[config.mk]
export PLATFORM = sky130hd
export DESIGN_NAME = mem_arbiter
export DESIGN_NICKNAME = d
export VERILOG_FILES = /design/src/rtl/mem_arbiter_pkg.sv /design/src/rtl/mem_arbiter.sv
export SDC_FILE = /design/constraint.sdc
export NUM_CORES = 1
export LEC_CHECK = 0
export CORE_MARGIN = 2
export CORE_UTILIZATION = 54
export CTS_CLUSTER_SIZE = 16
export DETAILED_ROUTE_END_ITERATION = 10
export GPL_TIMING_DRIVEN = 0
export PLACE_DENSITY_LB_ADDON = 0.05
export SLEW_MARGIN = 20
export SYNTH_ARGS = -nofsm -noshare
export SYNTH_HDL_FRONTEND = slang
export SYNTH_SLANG_ARGS = --single-unit
[constraint.sdc]
create_clock -name clk_i -period 5.4 [get_ports clk_i]
set_input_delay 0.81 -clock clk_i [delete_from_list [all_inputs] [get_ports clk_i]]
set_output_delay 0.81 -clock clk_i [all_outputs]
set_load 0.1 [all_outputs]
[src/rtl/mem_arbiter_pkg.sv]
// Shared encodings for the IF/MEM byte-wide memory arbiter.
package mem_arbiter_pkg;

   // FSM state encodings
   localparam logic [1:0] ST_IDLE = 2'd0;
   localparam logic [1:0] ST_RUN  = 2'd1;
   localparam logic [1:0] ST_DONE = 2'd2;

   // mem_len codes (11 is treated like a word access)
   localparam logic [1:0] LEN_B = 2'b00;
   localparam logic [1:0] LEN_H = 2'b01;
   localparam logic [1:0] LEN_W = 2'b10;

   // Owner of the transaction currently in flight
   localparam logic OWN_IF  = 1'b0;
   localparam logic OWN_MEM = 1'b1;

   // Number of RAM byte cycles an access of the given length needs
   function automatic logic [2:0] lenToBytes(input logic [1:0] len);
      case (len)
         LEN_B:   return 3'd1;
         LEN_H:   return 3'd2;
         LEN_W:   return 3'd4;
         default: return 3'd4;
      endcase
   endfunction

   // Little-endian byte lane select
   function automatic logic [7:0] byteOf(input logic [31:0] word, input logic [1:0] idx);
      case (idx)
         2'd0:    return word[7:0];
         2'd1:    return word[15:8];
         2'd2:    return word[23:16];
         default: return word[31:24];
      endcase
   endfunction

endpackage

[src/rtl/mem_arbiter.sv]
// Arbitrates IF and MEM requesters onto a single byte-wide RAM port.
// MEM has fixed priority; each grant is serialised into single-byte RAM
// cycles and finished with a one-cycle done pulse to its owner.
module mem_arbiter
   import mem_arbiter_pkg::*;
#(
   parameter int ADDR_W = 32
) (
   input  logic              clk_i,
   input  logic              rst_i,
   input  logic              if_req_i,
   input  logic [ADDR_W-1:0] if_addr_i,
   output logic              if_done_o,
   output logic [31:0]       if_data_o,
   input  logic              mem_req_i,
   input  logic              mem_we_i,
   input  logic [1:0]        mem_len_i,
   input  logic [ADDR_W-1:0] mem_addr_i,
   input  logic [31:0]       mem_wdata_i,
   output logic              mem_done_o,
   output logic [31:0]       mem_rdata_o,
   output logic [ADDR_W-1:0] ram_addr_o,
   output logic              ram_wr_o,
   output logic [7:0]        ram_dout_o,
   input  logic [7:0]        ram_din_i
);

   logic [1:0]        state_q,    state_d;
   logic              owner_q,    owner_d;
   logic              we_q,       we_d;
   logic [2:0]        nBytes_q,   nBytes_d;
   logic [2:0]        cnt_q,      cnt_d;
   logic [ADDR_W-1:0] base_q,     base_d;
   logic [31:0]       wdata_q,    wdata_d;
   logic [31:0]       result_q,   result_d;
   logic [ADDR_W-1:0] ramAddr_q,  ramAddr_d;
   logic              ramWr_q,    ramWr_d;
   logic [7:0]        ramDout_q,  ramDout_d;
   logic              ifDone_q,   ifDone_d;
   logic [31:0]       ifData_q,   ifData_d;
   logic              memDone_q,  memDone_d;
   logic [31:0]       memRdata_q, memRdata_d;

   logic [2:0] cntNext;
   logic [1:0] rdIdx;

   // Byte counter step and the lane the byte arriving this cycle belongs to
   // (the read byte lags its address by one cycle, hence cnt-1).
   always_comb begin
      cntNext = cnt_q + 3'd1;
      rdIdx   = cnt_q[1:0] - 2'd1;
   end

   // Next-state logic: grant, byte sequencing, read assembly and done pulses
   always_comb begin
      state_d    = state_q;
      owner_d    = owner_q;
      we_d       = we_q;
      nBytes_d   = nBytes_q;
      cnt_d      = cnt_q;
      base_d     = base_q;
      wdata_d    = wdata_q;
      result_d   = result_q;
      ramAddr_d  = ramAddr_q;
      ramWr_d    = 1'b0;
      ramDout_d  = ramDout_q;
      ifDone_d   = 1'b0;
      ifData_d   = ifData_q;
      memDone_d  = 1'b0;
      memRdata_d = memRdata_q;

      case (state_q)
         ST_IDLE: begin
            if (mem_req_i) begin
               state_d   = ST_RUN;
               owner_d   = OWN_MEM;
               we_d      = mem_we_i;
               nBytes_d  = lenToBytes(mem_len_i);
               base_d    = mem_addr_i;
               wdata_d   = mem_wdata_i;
               cnt_d     = 3'd0;
               result_d  = 32'd0;
               ramAddr_d = mem_addr_i;
               ramWr_d   = mem_we_i;
               if (mem_we_i) begin
                  ramDout_d = mem_wdata_i[7:0];
               end
            end else if (if_req_i) begin
               state_d   = ST_RUN;
               owner_d   = OWN_IF;
               we_d      = 1'b0;
               nBytes_d  = 3'd4;
               base_d    = if_addr_i;
               cnt_d     = 3'd0;
               result_d  = 32'd0;
               ramAddr_d = if_addr_i;
            end
         end

         ST_RUN: begin
            if ((owner_q == OWN_IF) && !if_req_i) begin
               state_d = ST_IDLE;
               cnt_d   = 3'd0;
            end else if (we_q) begin
               if (cnt_q == nBytes_q - 3'd1) begin
                  state_d   = ST_DONE;
                  cnt_d     = 3'd0;
                  memDone_d = (owner_q == OWN_MEM);
                  ifDone_d  = (owner_q == OWN_IF);
               end else begin
                  cnt_d     = cntNext;
                  ramAddr_d = base_q + ADDR_W'(cntNext);
                  ramWr_d   = 1'b1;
                  ramDout_d = byteOf(wdata_q, cntNext[1:0]);
               end
            end else begin
               if (cnt_q != 3'd0) begin
                  case (rdIdx)
                     2'd0:    result_d[7:0]   = ram_din_i;
                     2'd1:    result_d[15:8]  = ram_din_i;
                     2'd2:    result_d[23:16] = ram_din_i;
                     default: result_d[31:24] = ram_din_i;
                  endcase
               end
               if (cnt_q == nBytes_q) begin
                  state_d = ST_DONE;
                  cnt_d   = 3'd0;
                  if (owner_q == OWN_MEM) begin
                     memDone_d  = 1'b1;
                     memRdata_d = result_d;
                  end else begin
                     ifDone_d = 1'b1;
                     ifData_d = result_d;
                  end
               end else begin
                  cnt_d = cntNext;
                  if (cntNext < nBytes_q) begin
                     ramAddr_d = base_q + ADDR_W'(cntNext);
                  end
               end
            end
         end

         ST_DONE: begin
            state_d = ST_IDLE;
            cnt_d   = 3'd0;
         end

         default: begin
            state_d = ST_IDLE;
            cnt_d   = 3'd0;
         end
      endcase
   end

   // State and registered outputs; synchronous active-low reset clears everything
   always_ff @(posedge clk_i) begin
      if (!rst_i) begin
         state_q    <= ST_IDLE;
         owner_q    <= OWN_IF;
         we_q       <= 1'b0;
         nBytes_q   <= 3'd0;
         cnt_q      <= 3'd0;
         base_q     <= '0;
         wdata_q    <= 32'd0;
         result_q   <= 32'd0;
         ramAddr_q  <= '0;
         ramWr_q    <= 1'b0;
         ramDout_q  <= 8'd0;
         ifDone_q   <= 1'b0;
         ifData_q   <= 32'd0;
         memDone_q  <= 1'b0;
         memRdata_q <= 32'd0;
      end else begin
         state_q    <= state_d;
         owner_q    <= owner_d;
         we_q       <= we_d;
         nBytes_q   <= nBytes_d;
         cnt_q      <= cnt_d;
         base_q     <= base_d;
         wdata_q    <= wdata_d;
         result_q   <= result_d;
         ramAddr_q  <= ramAddr_d;
         ramWr_q    <= ramWr_d;
         ramDout_q  <= ramDout_d;
         ifDone_q   <= ifDone_d;
         ifData_q   <= ifData_d;
         memDone_q  <= memDone_d;
         memRdata_q <= memRdata_d;
      end
   end

   assign if_done_o   = ifDone_q;
   assign if_data_o   = ifData_q;
   assign mem_done_o  = memDone_q;
   assign mem_rdata_o = memRdata_q;
   assign ram_addr_o  = ramAddr_q;
   assign ram_wr_o    = ramWr_q;
   assign ram_dout_o  = ramDout_q;

endmodule

==> impl_metrics.env, run 1 <==
export IMPL_status="finished clean"
export IMPL_place_inst=1491
export IMPL_crit_fanout=10
export IMPL_io_buffers=209
export IMPL_ys_ff_latch=213
export IMPL_coreArea_um2=16700
export IMPL_drc=0
export IMPL_ys_warnings_count=0
export IMPL_fin_crit_ps=3550
export IMPL_worstSetupPathType="reg -> reg"
export IMPL_fmax_mhz=282
export IMPL_cts_sinks=213
export IMPL_ctsHoldBuffers=0
export IMPL_syn_area_per_cell_um2=8.75
export IMPL_hold_viol_final=0
export IMPL_synth_edff_count=0
export IMPL_grt_setup_unrepaired="no"
export IMPL_post_cts_resized=0
export IMPL_max_slew_margin_rel_pct=30.3
export IMPL_path_clk_slew_ps=60
export IMPL_dp_hpwl_um=20100
export IMPL_die_height_um=135
export IMPL_finalSetupViolCount=0
export IMPL_final_nets=1421
export IMPL_ctsLongestPathBuffers=3
export IMPL_cts_tree="built"
export IMPL_clock_root_buffer="clkbuf_16"
export IMPL_wl_per_cell_um=17.9
export IMPL_ys_async_sr_fraction_pct=0
export IMPL_gp_congestion=0.908
export IMPL_h_tree_depth=1
export IMPL_clock_skew_final_ps=23.8
export IMPL_crit_family="compound AO/OA/AOI/OAI gates"
export IMPL_cts_post_setup_buffers_inserted=0
export IMPL_io_pins=218
export IMPL_seq_area_um2=4260
export IMPL_antenna_found_initial=0
export IMPL_synth_area_um2=9290
export IMPL_slowest_delay_ps=590
export IMPL_routed_via_density=5.81
export IMPL_hold_path_end="wdata_q[2]$_SDFFE_PN0P_"
export IMPL_peakVddDrop_mv=0.221
export IMPL_wl_um=27400
export IMPL_fin_tns_setup_ps=0
export IMPL_firstDrtPassIters=6
export IMPL_crit_chain="inv_1, ha_1, inv_1, fa_1, nand2b_1, a211oi_1, buf_2, nand4_1, xor2_1, nand2_1, a32o_1"
export IMPL_drt_initial_drc_count=665
export IMPL_grt_pass1_vias=8529
export IMPL_slew_violations=0
export IMPL_finish_instance_area_um2=12300
export IMPL_grtUsageTotal_pct=29.5
export IMPL_syn_instance_count=1062
export IMPL_startpoint_type="flop"
export IMPL_final_common_cell="dfxtp_1"
export IMPL_synthFlopType="dfxtp_1"
export IMPL_leakagePower_nw=4.66
export IMPL_n_fill_cell=1342
export IMPL_path_common_cell="inv_1"
export IMPL_hold_start="wdata_q[2]$_SDFFE_PN0P_"
export IMPL_r2r_start="cnt_q[1]$_SDFFE_PN0N_"
export IMPL_path_buf_inv=3
export IMPL_drtAntennaViolNets=0
export IMPL_clk_latency_ps=520
export IMPL_areaGrowthSynthToFinish_pct=32.9
export IMPL_rows=47
export IMPL_tightest_slew_ps=1040
export IMPL_multi_input_area_um2=4630
export IMPL_place_area_um2=11700
export IMPL_synth_fp_nets=1188
export IMPL_initial_core_util_pct=55.6
export IMPL_final_instance_count_excl_fill=1531
export IMPL_p_per_area_nw_per_um2=367
export IMPL_slowest_stage="a211oi_1"
export IMPL_regToRegSetupSlack_ps=1850
export IMPL_grt_max_degree=14
export IMPL_crit_path_end_kind="flop"
export IMPL_r2r_cells=11
export IMPL_whs_path_depth=2
export IMPL_finalPower_mw=4.52
export IMPL_layout_common_cells="213 x dfxtp_1, 209 x clkdlybuf4s50_1, 162 x nor2_1, 140 x nand2_1, 106 x a211oi_1"
export IMPL_route_vias_total=8900
export IMPL_r2r_end="ram_addr_o[26]$_SDFFE_PN0P_"
export IMPL_max_cap_viol_count=0
export IMPL_worstPathRequired_ps=5790
export IMPL_synth_seq_area_share_pct=45.9
export IMPL_grt_pass1_wl_um=43600
export IMPL_dieArea_um2=18300
export IMPL_ys_types=53
export IMPL_antennaDiodeCount=0
export IMPL_finalCritPeriodShare_pct=65.8
export IMPL_grt_overflow_total=0
export IMPL_crit_arrival_ps=3940
export IMPL_numCtsBuffers=22
export IMPL_die_x_um=135
export IMPL_drive_gt1_share_pct=4.58
export IMPL_hold_path_class="reg -> reg"
-- layout make-up --
class	count	share of cell area, %
clock inverter	8	0.619
inverter	14	0.426
sequential	213	34.6
multi-input combinational	751	37.5
timing repair buffer	209	17.0
tap	220	2.23
clock buffer	32	4.93
buffer	84	2.78
-- flip-flops by register name, indices dropped and copies added, names as in the netlist, 2 cells and up --
name         cells
ram_dout_o       8
ram_addr_o      32
cnt_q            3
nBytes_q         3
result_q        32
wdata_q         32
mem_rdata_o     32
if_data_o       32
base_q          32
state_q          2
-- cells in the mapped netlist, types with 2 or more instances --
| library cell | n | share of area, % |
|---|---|---|
| nand4_1 | 10 | 0.67 |
| a32o_1 | 17 | 1.8 |
| inv_1 | 13 | 0.53 |
| a211oi_1 | 106 | 8.6 |
| o211ai_1 | 5 | 0.40 |
| dfxtp_1 | 213 | 46 |
| or3_1 | 2 | 0.13 |
| xor2_1 | 17 | 1.6 |
| nor2b_1 | 7 | 0.47 |
| nor3_1 | 9 | 0.48 |
| nand2_1 | 140 | 5.7 |
| a22oi_1 | 35 | 2.8 |
| a22o_1 | 5 | 0.47 |
| xnor2_1 | 12 | 1.1 |
| a311oi_1 | 8 | 0.75 |
| buf_1 | 15 | 0.61 |
| nand3_1 | 12 | 0.65 |
| a222oi_1 | 8 | 0.86 |
| nor3_2 | 2 | 0.22 |
| nand3b_1 | 2 | 0.16 |
| buf_4 | 2 | 0.16 |
| o21ai_0 | 19 | 1.0 |
| nand2b_1 | 8 | 0.54 |
| o21ai_1 | 6 | 0.32 |
| and4_1 | 3 | 0.28 |
| mux2i_1 | 63 | 6.8 |
| and2_1 | 3 | 0.20 |
| nor2_1 | 162 | 6.5 |
| and3_1 | 5 | 0.34 |
| clkbuf_1 | 51 | 2.1 |
| a21oi_1 | 52 | 2.8 |
| ha_1 | 14 | 1.9 |
| buf_2 | 16 | 0.86 |
-- layer usage --
metal | GRT usage, % | part of all wire (%)
met5 | 0 | 0
met4 | 10.4 | 3.1
met3 | 4.71 | 7.9
met2 | 48.1 | 45
met1 | 40.0 | 44
-- cell families after synthesis --
kind of cell             count (synthesis)  synth area share (%)
flip-flops                             213                  45.9
AO/OA/AOI/OAI                          271                  21.0
multiplexers                            64                  6.91
AND/OR/NAND/NOR                        372                  17.1
adder cells (fa/ha/maj)                 15                  2.10
XOR/XNOR                                29                  2.73
buffers and inverters                   98                  4.26
-- how the worst max path moves through the flow --
| stage | start | endpoint | depth (start not counted) |
|---|---|---|---|
| after floorplan | cnt_q[1]$_SDFFE_PN0N_ | ram_addr_o[26]$_SDFFE_PN0P_ | 11 |
| after global placement | cnt_q[1]$_SDFFE_PN0N_ | ram_addr_o[26]$_SDFFE_PN0P_ | 11 |
| after detailed placement | cnt_q[1]$_SDFFE_PN0N_ | ram_addr_o[26]$_SDFFE_PN0P_ | 11 |
| after CTS | cnt_q[1]$_SDFFE_PN0N_ | ram_addr_o[26]$_SDFFE_PN0P_ | 11 |
| after global routing | cnt_q[1]$_SDFFE_PN0N_ | ram_addr_o[24]$_SDFFE_PN0P_ | 11 |
| final | cnt_q[1]$_SDFFE_PN0N_ | ram_addr_o[26]$_SDFFE_PN0P_ | 11 |
-- worst min-delay path: cells and delay by family, from the launching register on --
family | cells | cell delay [ps]
AND/OR/NAND/NOR | 1 | 50
AO/OA/AOI/OAI | 1 | 50
flip-flops | 1 | 310
-- power by group --
| part | total, mW | internal (mW) | switching (mW) | leakage, nW |
|---|---|---|---|---|
| logic | 1.28 | 0.361 | 0.914 | 2.58 |
| registers | 1.79 | 1.70 | 0.0907 | 1.74 |
| clock network | 1.46 | 0.833 | 0.626 | 0.339 |
-- through the flow --
stage / util (%) / worst slack [ps] / hold slack [ps]
after CTS: 73.9 / 1900 / 456
after floorplan: - / 2580 / 436
after global placement: 69.8 / 1980 / 442
after global routing: 73.9 / 1640 / 474
after detailed placement: 69.8 / 1960 / 447
final: 73.9 / 1850 / 458
No activity file was read; power rests on OpenSTA's default activity.
==> run 2: changes to the inputs <==
--- a/config.mk
+++ b/config.mk
@@ -6,7 +6,7 @@
 export NUM_CORES = 1
 export LEC_CHECK = 0
 export CORE_MARGIN = 2
-export CORE_UTILIZATION = 54
+export CORE_UTILIZATION = 45
 export CTS_CLUSTER_SIZE = 16
 export DETAILED_ROUTE_END_ITERATION = 10
 export GPL_TIMING_DRIVEN = 0
==> constraint.sdc (replaced) <==
create_clock -name clk_i -period 3.2 [get_ports clk_i]
set_input_delay 0.48 -clock clk_i [delete_from_list [all_inputs] [get_ports clk_i]]
set_output_delay 0.48 -clock clk_i [all_outputs]
set_load 0.1 [all_outputs]
==> impl_metrics.env, run 2 (synthesis results as in run 1) <==
export IMPL_status="finished clean"
export IMPL_dp_hpwl_um=21000
export IMPL_crit_family="adder cells"
export IMPL_r2r_end="ram_addr_o[26]$_SDFFE_PN0P_"
export IMPL_grt_busiest_layer="met2"
export IMPL_finalSetupViolCount=0
export IMPL_io_buffers=209
export IMPL_rows=52
export IMPL_grt_overflow_total=0
export IMPL_layout_common_cells="212 x dfxtp_1, 209 x clkdlybuf4s50_1, 162 x nor2_1, 140 x nand2_1, 105 x a211oi_1"
export IMPL_dp_worst_setup_slack_ps=-274
export IMPL_slowest_stage="dfxtp_1"
export IMPL_coreArea_um2=20200
export IMPL_tightest_slew_ps=1050
export IMPL_final_util_pct=61.9
export IMPL_path_clk_slew_ps=60
export IMPL_slew_violations=0
export IMPL_antennaDiodeCount=0
export IMPL_hold_path_class="reg -> reg"
export IMPL_gp_congestion=0.860
export IMPL_cts_sinks=213
export IMPL_p_per_area_nw_per_um2=626
export IMPL_crit_chain="inv_1, ha_4, inv_1, fa_1, nand2b_1, a211oi_4, buf_4, nand4_1, xor2_1, nand2_1, a32o_1"
export IMPL_numCtsBuffers=23
export IMPL_fin_crit_ps=2950
export IMPL_grt_pass1_vias=8192
export IMPL_peakVddDrop_mv=0.365
export IMPL_hold_viol_final=0
export IMPL_grt_use_met3_pct=3.98
export IMPL_clock_skew_final_ps=15.8
export IMPL_r2r_start="cnt_q[0]$_SDFFE_PN0N_"
export IMPL_r2r_cells=11
export IMPL_fmax_mhz=339
export IMPL_leakagePower_nw=4.71
export IMPL_layout_setup_ws_ps=250
export IMPL_cp_depth=11
export IMPL_crit_arrival_ps=3350
export IMPL_cts_tree="built"
export IMPL_drc=0
export IMPL_clk_latency_ps=510
export IMPL_worstSetupPathType="reg -> reg"
export IMPL_wl_um=28700
export IMPL_regToRegSetupSlack_ps=250
export IMPL_grtUsageTotal_pct=25.6
export IMPL_slowest_delay_ps=430
export IMPL_final_instance_count_excl_fill=1585
export IMPL_initial_core_util_pct=45.9
export IMPL_io_pins=218
export IMPL_firstDrtPassIters=5
export IMPL_routed_via_density=5.47
export IMPL_grt_pass1_wl_um=44800
export IMPL_path_buf_inv=3
export IMPL_max_cap_viol_count=0
export IMPL_crit_end="ram_addr_o[26]$_SDFFE_PN0P_"
export IMPL_ctsHoldBuffers=0
export IMPL_final_common_cell="dfxtp_1"
export IMPL_crit_fanout=10
export IMPL_areaGrowthSynthToFinish_pct=34.9
export IMPL_clock_root_buffer="clkbuf_16"
export IMPL_h_tree_depth=1
export IMPL_n_fill_cell=1805
export IMPL_place_inst=1541
export IMPL_final_nets=1426
export IMPL_drtAntennaViolNets=0
export IMPL_startpoint_type="flop"
export IMPL_crit_path_end_kind="flop"
export IMPL_max_slew_margin_rel_pct=29.6
export IMPL_drive_gt1_share_pct=5.55
export IMPL_path_common_cell="inv_1"
export IMPL_wl_per_cell_um=18.1
export IMPL_die_height_um=148
export IMPL_grt_max_degree=14
export IMPL_dieArea_um2=21800
export IMPL_route_vias_total=8667
export IMPL_ctsLongestPathBuffers=3
export IMPL_finalCritPeriodShare_pct=92.2
export IMPL_grt_setup_unrepaired="no"
export IMPL_worstPathRequired_ps=3600
export IMPL_met2_usage_pct=41.3
export IMPL_finalPower_mw=7.85
export IMPL_die_x_um=148
export IMPL_multi_input_area_um2=4660
export IMPL_antenna_found_initial=0
export IMPL_use_met1_pct=36.2
export IMPL_seq_area_um2=4270
export IMPL_cp_startpoint="cnt_q[0]$_SDFFE_PN0N_"
export IMPL_drt_initial_drc_count=474
==> run 2: changes by cell type in the layout (fill, tap and decap cells not counted), sizes merged <==
cell      before  now
bufinv         1    2
clkinv         7    8
clkinvlp       0    1
buf           33   37
clkbuf        83   80
==> run 2: worst register-to-register path, cell delays in order (launching register included) <==
cell and delay, ps:
dfxtp_1 430, inv_1 210, ha_4 340, inv_1 50, fa_1 430, nand2b_1 240
a211oi_4 250, buf_4 230, nand4_1 130, xor2_1 170, nand2_1 80, a32o_1 280
==> run 2: repair_timing <==
action | CTS | global route
gates resized for setup | 4 | 2
endpoints found under the setup margin | 8 | 22
pin swaps | 0 | 2
buffers inserted | 0 | 4
==> run 2: cell type report <==
| class | instances | area share (%) |
|---|---|---|
| multi-input cells | 751 | 37.2 |
| flip-flops and latches | 213 | 34.0 |
| repair buffers | 213 | 16.9 |
| clock buffers | 29 | 5.09 |
| plain buffers | 84 | 2.76 |
| well taps | 270 | 2.70 |
| clock inverters | 11 | 0.859 |
| inverters | 14 | 0.419 |
==> run 2: through the flow <==
step | TNS (ps) | cell area (um^2) | hold WS [ps]
finish | 0 | 12500 | 456
global route | 0 | 12500 | 480
global placement | -1410 | 11700 | 443
CTS | 0 | 12500 | 456
floorplan | 0 | 9290 | 436
detailed placement | -1420 | 11700 | 447
==> run 2: power by group <==
part	leakage [nW]	switching, mW	internal (mW)	total, mW
clock	0.374	1.09	1.57	2.66
sequential	1.74	0.155	2.87	3.02
combinational	2.60	1.55	0.621	2.17
==> run 2: layer usage <==
metal	wire length, um	share of wire (%)
met1	13200	46
met2	13000	45
met3	1850	6.5
met4	601	2.1
met5	0	0
==> run 2: worst min path at each step <==
stage / endpoint / slack (ps) / from / cells after the start
floorplan: wdata_q[10]$_SDFFE_PN0P_ / 440 / wdata_q[10]$_SDFFE_PN0P_ / 2
global placement: wdata_q[6]$_SDFFE_PN0P_ / 440 / wdata_q[6]$_SDFFE_PN0P_ / 2
detailed placement: wdata_q[11]$_SDFFE_PN0P_ / 450 / wdata_q[11]$_SDFFE_PN0P_ / 2
CTS: wdata_q[11]$_SDFFE_PN0P_ / 460 / wdata_q[11]$_SDFFE_PN0P_ / 2
global route: wdata_q[13]$_SDFFE_PN0P_ / 480 / wdata_q[13]$_SDFFE_PN0P_ / 2
finish: wdata_q[10]$_SDFFE_PN0P_ / 460 / wdata_q[10]$_SDFFE_PN0P_ / 2
==> run 3: changes to the inputs <==
--- a/config.mk
+++ b/config.mk
@@ -11,6 +11,7 @@
 export DETAILED_ROUTE_END_ITERATION = 10
 export GPL_TIMING_DRIVEN = 0
 export PLACE_DENSITY_LB_ADDON = 0.05
+export RECOVER_POWER = 50
 export SLEW_MARGIN = 20
 export SYNTH_ARGS = -nofsm -noshare
 export SYNTH_HDL_FRONTEND = slang
==> impl_metrics.env, run 3 (synthesis results as in run 1) <==
export IMPL_crit_chain="inv_1, ha_4, clkbuf_1, nand2b_1, clkbuf_1, nand2_1, inv_1, o21ai_1, a22oi_1, nor2_1"
export IMPL_wl_um=28700
export IMPL_max_cap_viol_count=0
export IMPL_h_tree_depth=1
export IMPL_drive_gt1_share_pct=5.17
export IMPL_cts_tree="built"
export IMPL_slew_violations=0
export IMPL_drtAntennaViolNets=0
export IMPL_fmax_mhz=338
export IMPL_grt_max_degree=14
export IMPL_cp_startpoint="cnt_q[0]$_SDFFE_PN0N_"
export IMPL_leakagePower_nw=4.94
export IMPL_grt_pass1_vias=8192
export IMPL_rows=52
export IMPL_crit_path_end_kind="flop"
export IMPL_max_slew_margin_rel_pct=29.9
export IMPL_crit_arrival_ps=3390
export IMPL_power_internal_mw=5.02
export IMPL_regToRegSetupSlack_ps=240
export IMPL_swShare_pct=35.7
export IMPL_areaGrowthSynthToFinish_pct=34.8
export IMPL_crit_fanout=10
export IMPL_clk_latency_ps=510
export IMPL_met2_length_um=12900
export IMPL_dp_hpwl_um=21000
export IMPL_layout_common_cells="212 x dfxtp_1, 162 x nor2_1, 140 x nand2_1, 131 x clkdlybuf4s50_1, 105 x a211oi_1"
export IMPL_finalCritPeriodShare_pct=92.5
export IMPL_cts_sinks=213
export IMPL_hold_path_class="reg -> reg"
export IMPL_worstSetupPathType="reg -> reg"
export IMPL_slowest_delay_ps=530
export IMPL_status="finished clean"
export IMPL_final_nets=1426
export IMPL_gp_congestion=0.860
export IMPL_grtUsageTotal_pct=25.6
export IMPL_grt_pass1_wl_um=44800
export IMPL_pwr_share_seq_pct=38.6
export IMPL_r2r_end="result_q[15]$_SDFFE_PN0P_"
export IMPL_hold_start="wdata_q[12]$_SDFFE_PN0P_"
export IMPL_met1_length_um=13300
export IMPL_hold_path_end="wdata_q[12]$_SDFFE_PN0P_"
export IMPL_worstPathRequired_ps=3630
export IMPL_peakVddDrop_mv=0.365
export IMPL_die_height_um=148
export IMPL_grt_overflow_total=0
export IMPL_antenna_found_initial=0
export IMPL_clock_root_buffer="clkbuf_16"
export IMPL_hold_viol_final=0
export IMPL_drc=0
export IMPL_initial_core_util_pct=45.9
export IMPL_numCtsBuffers=23
export IMPL_slowest_stage="o21ai_1"
export IMPL_ctsLongestPathBuffers=3
export IMPL_final_common_cell="dfxtp_1"
export IMPL_tightest_slew_ps=1050
export IMPL_combPwrFrac_pct=27.4
export IMPL_startpoint_type="flop"
export IMPL_wl_per_cell_um=18.1
export IMPL_antennaDiodeCount=0
export IMPL_routed_top_layer="met4"
export IMPL_coreArea_um2=20200
export IMPL_clock_skew_final_ps=14.7
export IMPL_p_sw_mw=2.79
export IMPL_dieArea_um2=21800
export IMPL_path_clk_slew_ps=60
export IMPL_crit_family="buffers and inverters"
export IMPL_p_per_area_nw_per_um2=624
export IMPL_die_x_um=148
export IMPL_r2r_cells=10
export IMPL_whs_path_depth=2
export IMPL_fin_crit_ps=2960
export IMPL_route_vias_total=8668
export IMPL_firstDrtPassIters=4
export IMPL_routed_via_density=5.47
export IMPL_finalSetupViolCount=0
export IMPL_power_share_clock_pct=33.9
export IMPL_io_pins=218
export IMPL_finalPower_mw=7.81
export IMPL_io_buffers=209
export IMPL_final_util_pct=61.9
export IMPL_grt_setup_unrepaired="no"
export IMPL_r2r_start="cnt_q[0]$_SDFFE_PN0N_"
export IMPL_met3_length_um=1800
export IMPL_path_buf_inv=4
export IMPL_drt_initial_drc_count=514
## run 3: area by class of cell
| type | count | area [um^2] |
|---|---|---|
| flip-flops and latches | 213 | 4270 |
| clock inverters | 11 | 108 |
| repair buffers | 213 | 2120 |
| fillers | 1805 | 7710 |
| well taps | 270 | 338 |
| clock buffers | 29 | 638 |
| plain buffers | 84 | 342 |
| multi-input cells | 751 | 4660 |
| inverters | 14 | 52.6 |
## run 3: timing repair
action                                 in CTS  in global routing
setup buffers                               0                  4
pin swaps                                   0                  2
endpoints found under the hold margin       0                  0
resized for setup                           4                  2
setup endpoints to repair                   8                 22
hold buffers                                0                  0
## run 3: worst max path at each step
| stage | end | slack, ps | depth (start not counted) |
|---|---|---|---|
| after floorplan | ram_addr_o[26]$_SDFFE_PN0P_ | 380 | 11 |
| after global placement | ram_addr_o[26]$_SDFFE_PN0P_ | -280 | 11 |
| after detailed placement | ram_addr_o[26]$_SDFFE_PN0P_ | -270 | 11 |
| after CTS | ram_addr_o[26]$_SDFFE_PN0P_ | 40 | 11 |
| after global routing | result_q[15]$_SDFFE_PN0P_ | 9 | 10 |
| final | result_q[15]$_SDFFE_PN0P_ | 240 | 10 |
## run 3: tightest hold or removal path: stages, from the launching register on
cell	delay (ps)
dfxtp_1	310
nand2_1	50
a21oi_1	50
## run 3: metrics by stage
stage	std cells	setup WS [ps]	instance area (um^2)	hold WS (ps)	setup TNS, ps
2_1_floorplan	1062	385	9290	436	0
3_3_place_gp	1541	-281	11700	443	-1410
3_5_place_dp	1541	-274	11700	447	-1420
4_1_cts	1581	36.2	12500	456	0
5_1_grt	1585	9.48	12500	479	0
6_report	1585	239	12500	456	0
## run 3: power groups by stage
stage | sequential, mW | clock (mW) | combinational, mW
after floorplan | 3.93 | 0 | 0.651
after global placement | 3.07 | 0 | 2.14
after detailed placement | 3.08 | 0 | 2.15
after CTS | 3.02 | 2.67 | 2.16
after global routing | 3.04 | 2.77 | 2.26
final | 3.02 | 2.65 | 2.14
## run 3: metal layers
metal | vias up | global-route usage [%]
met3 | 47 | 3.98
li1 | 4273 | -
met1 | 4080 | 36.2
met4 | 0 | 6.15
met5 | - | 0
met2 | 268 | 41.3
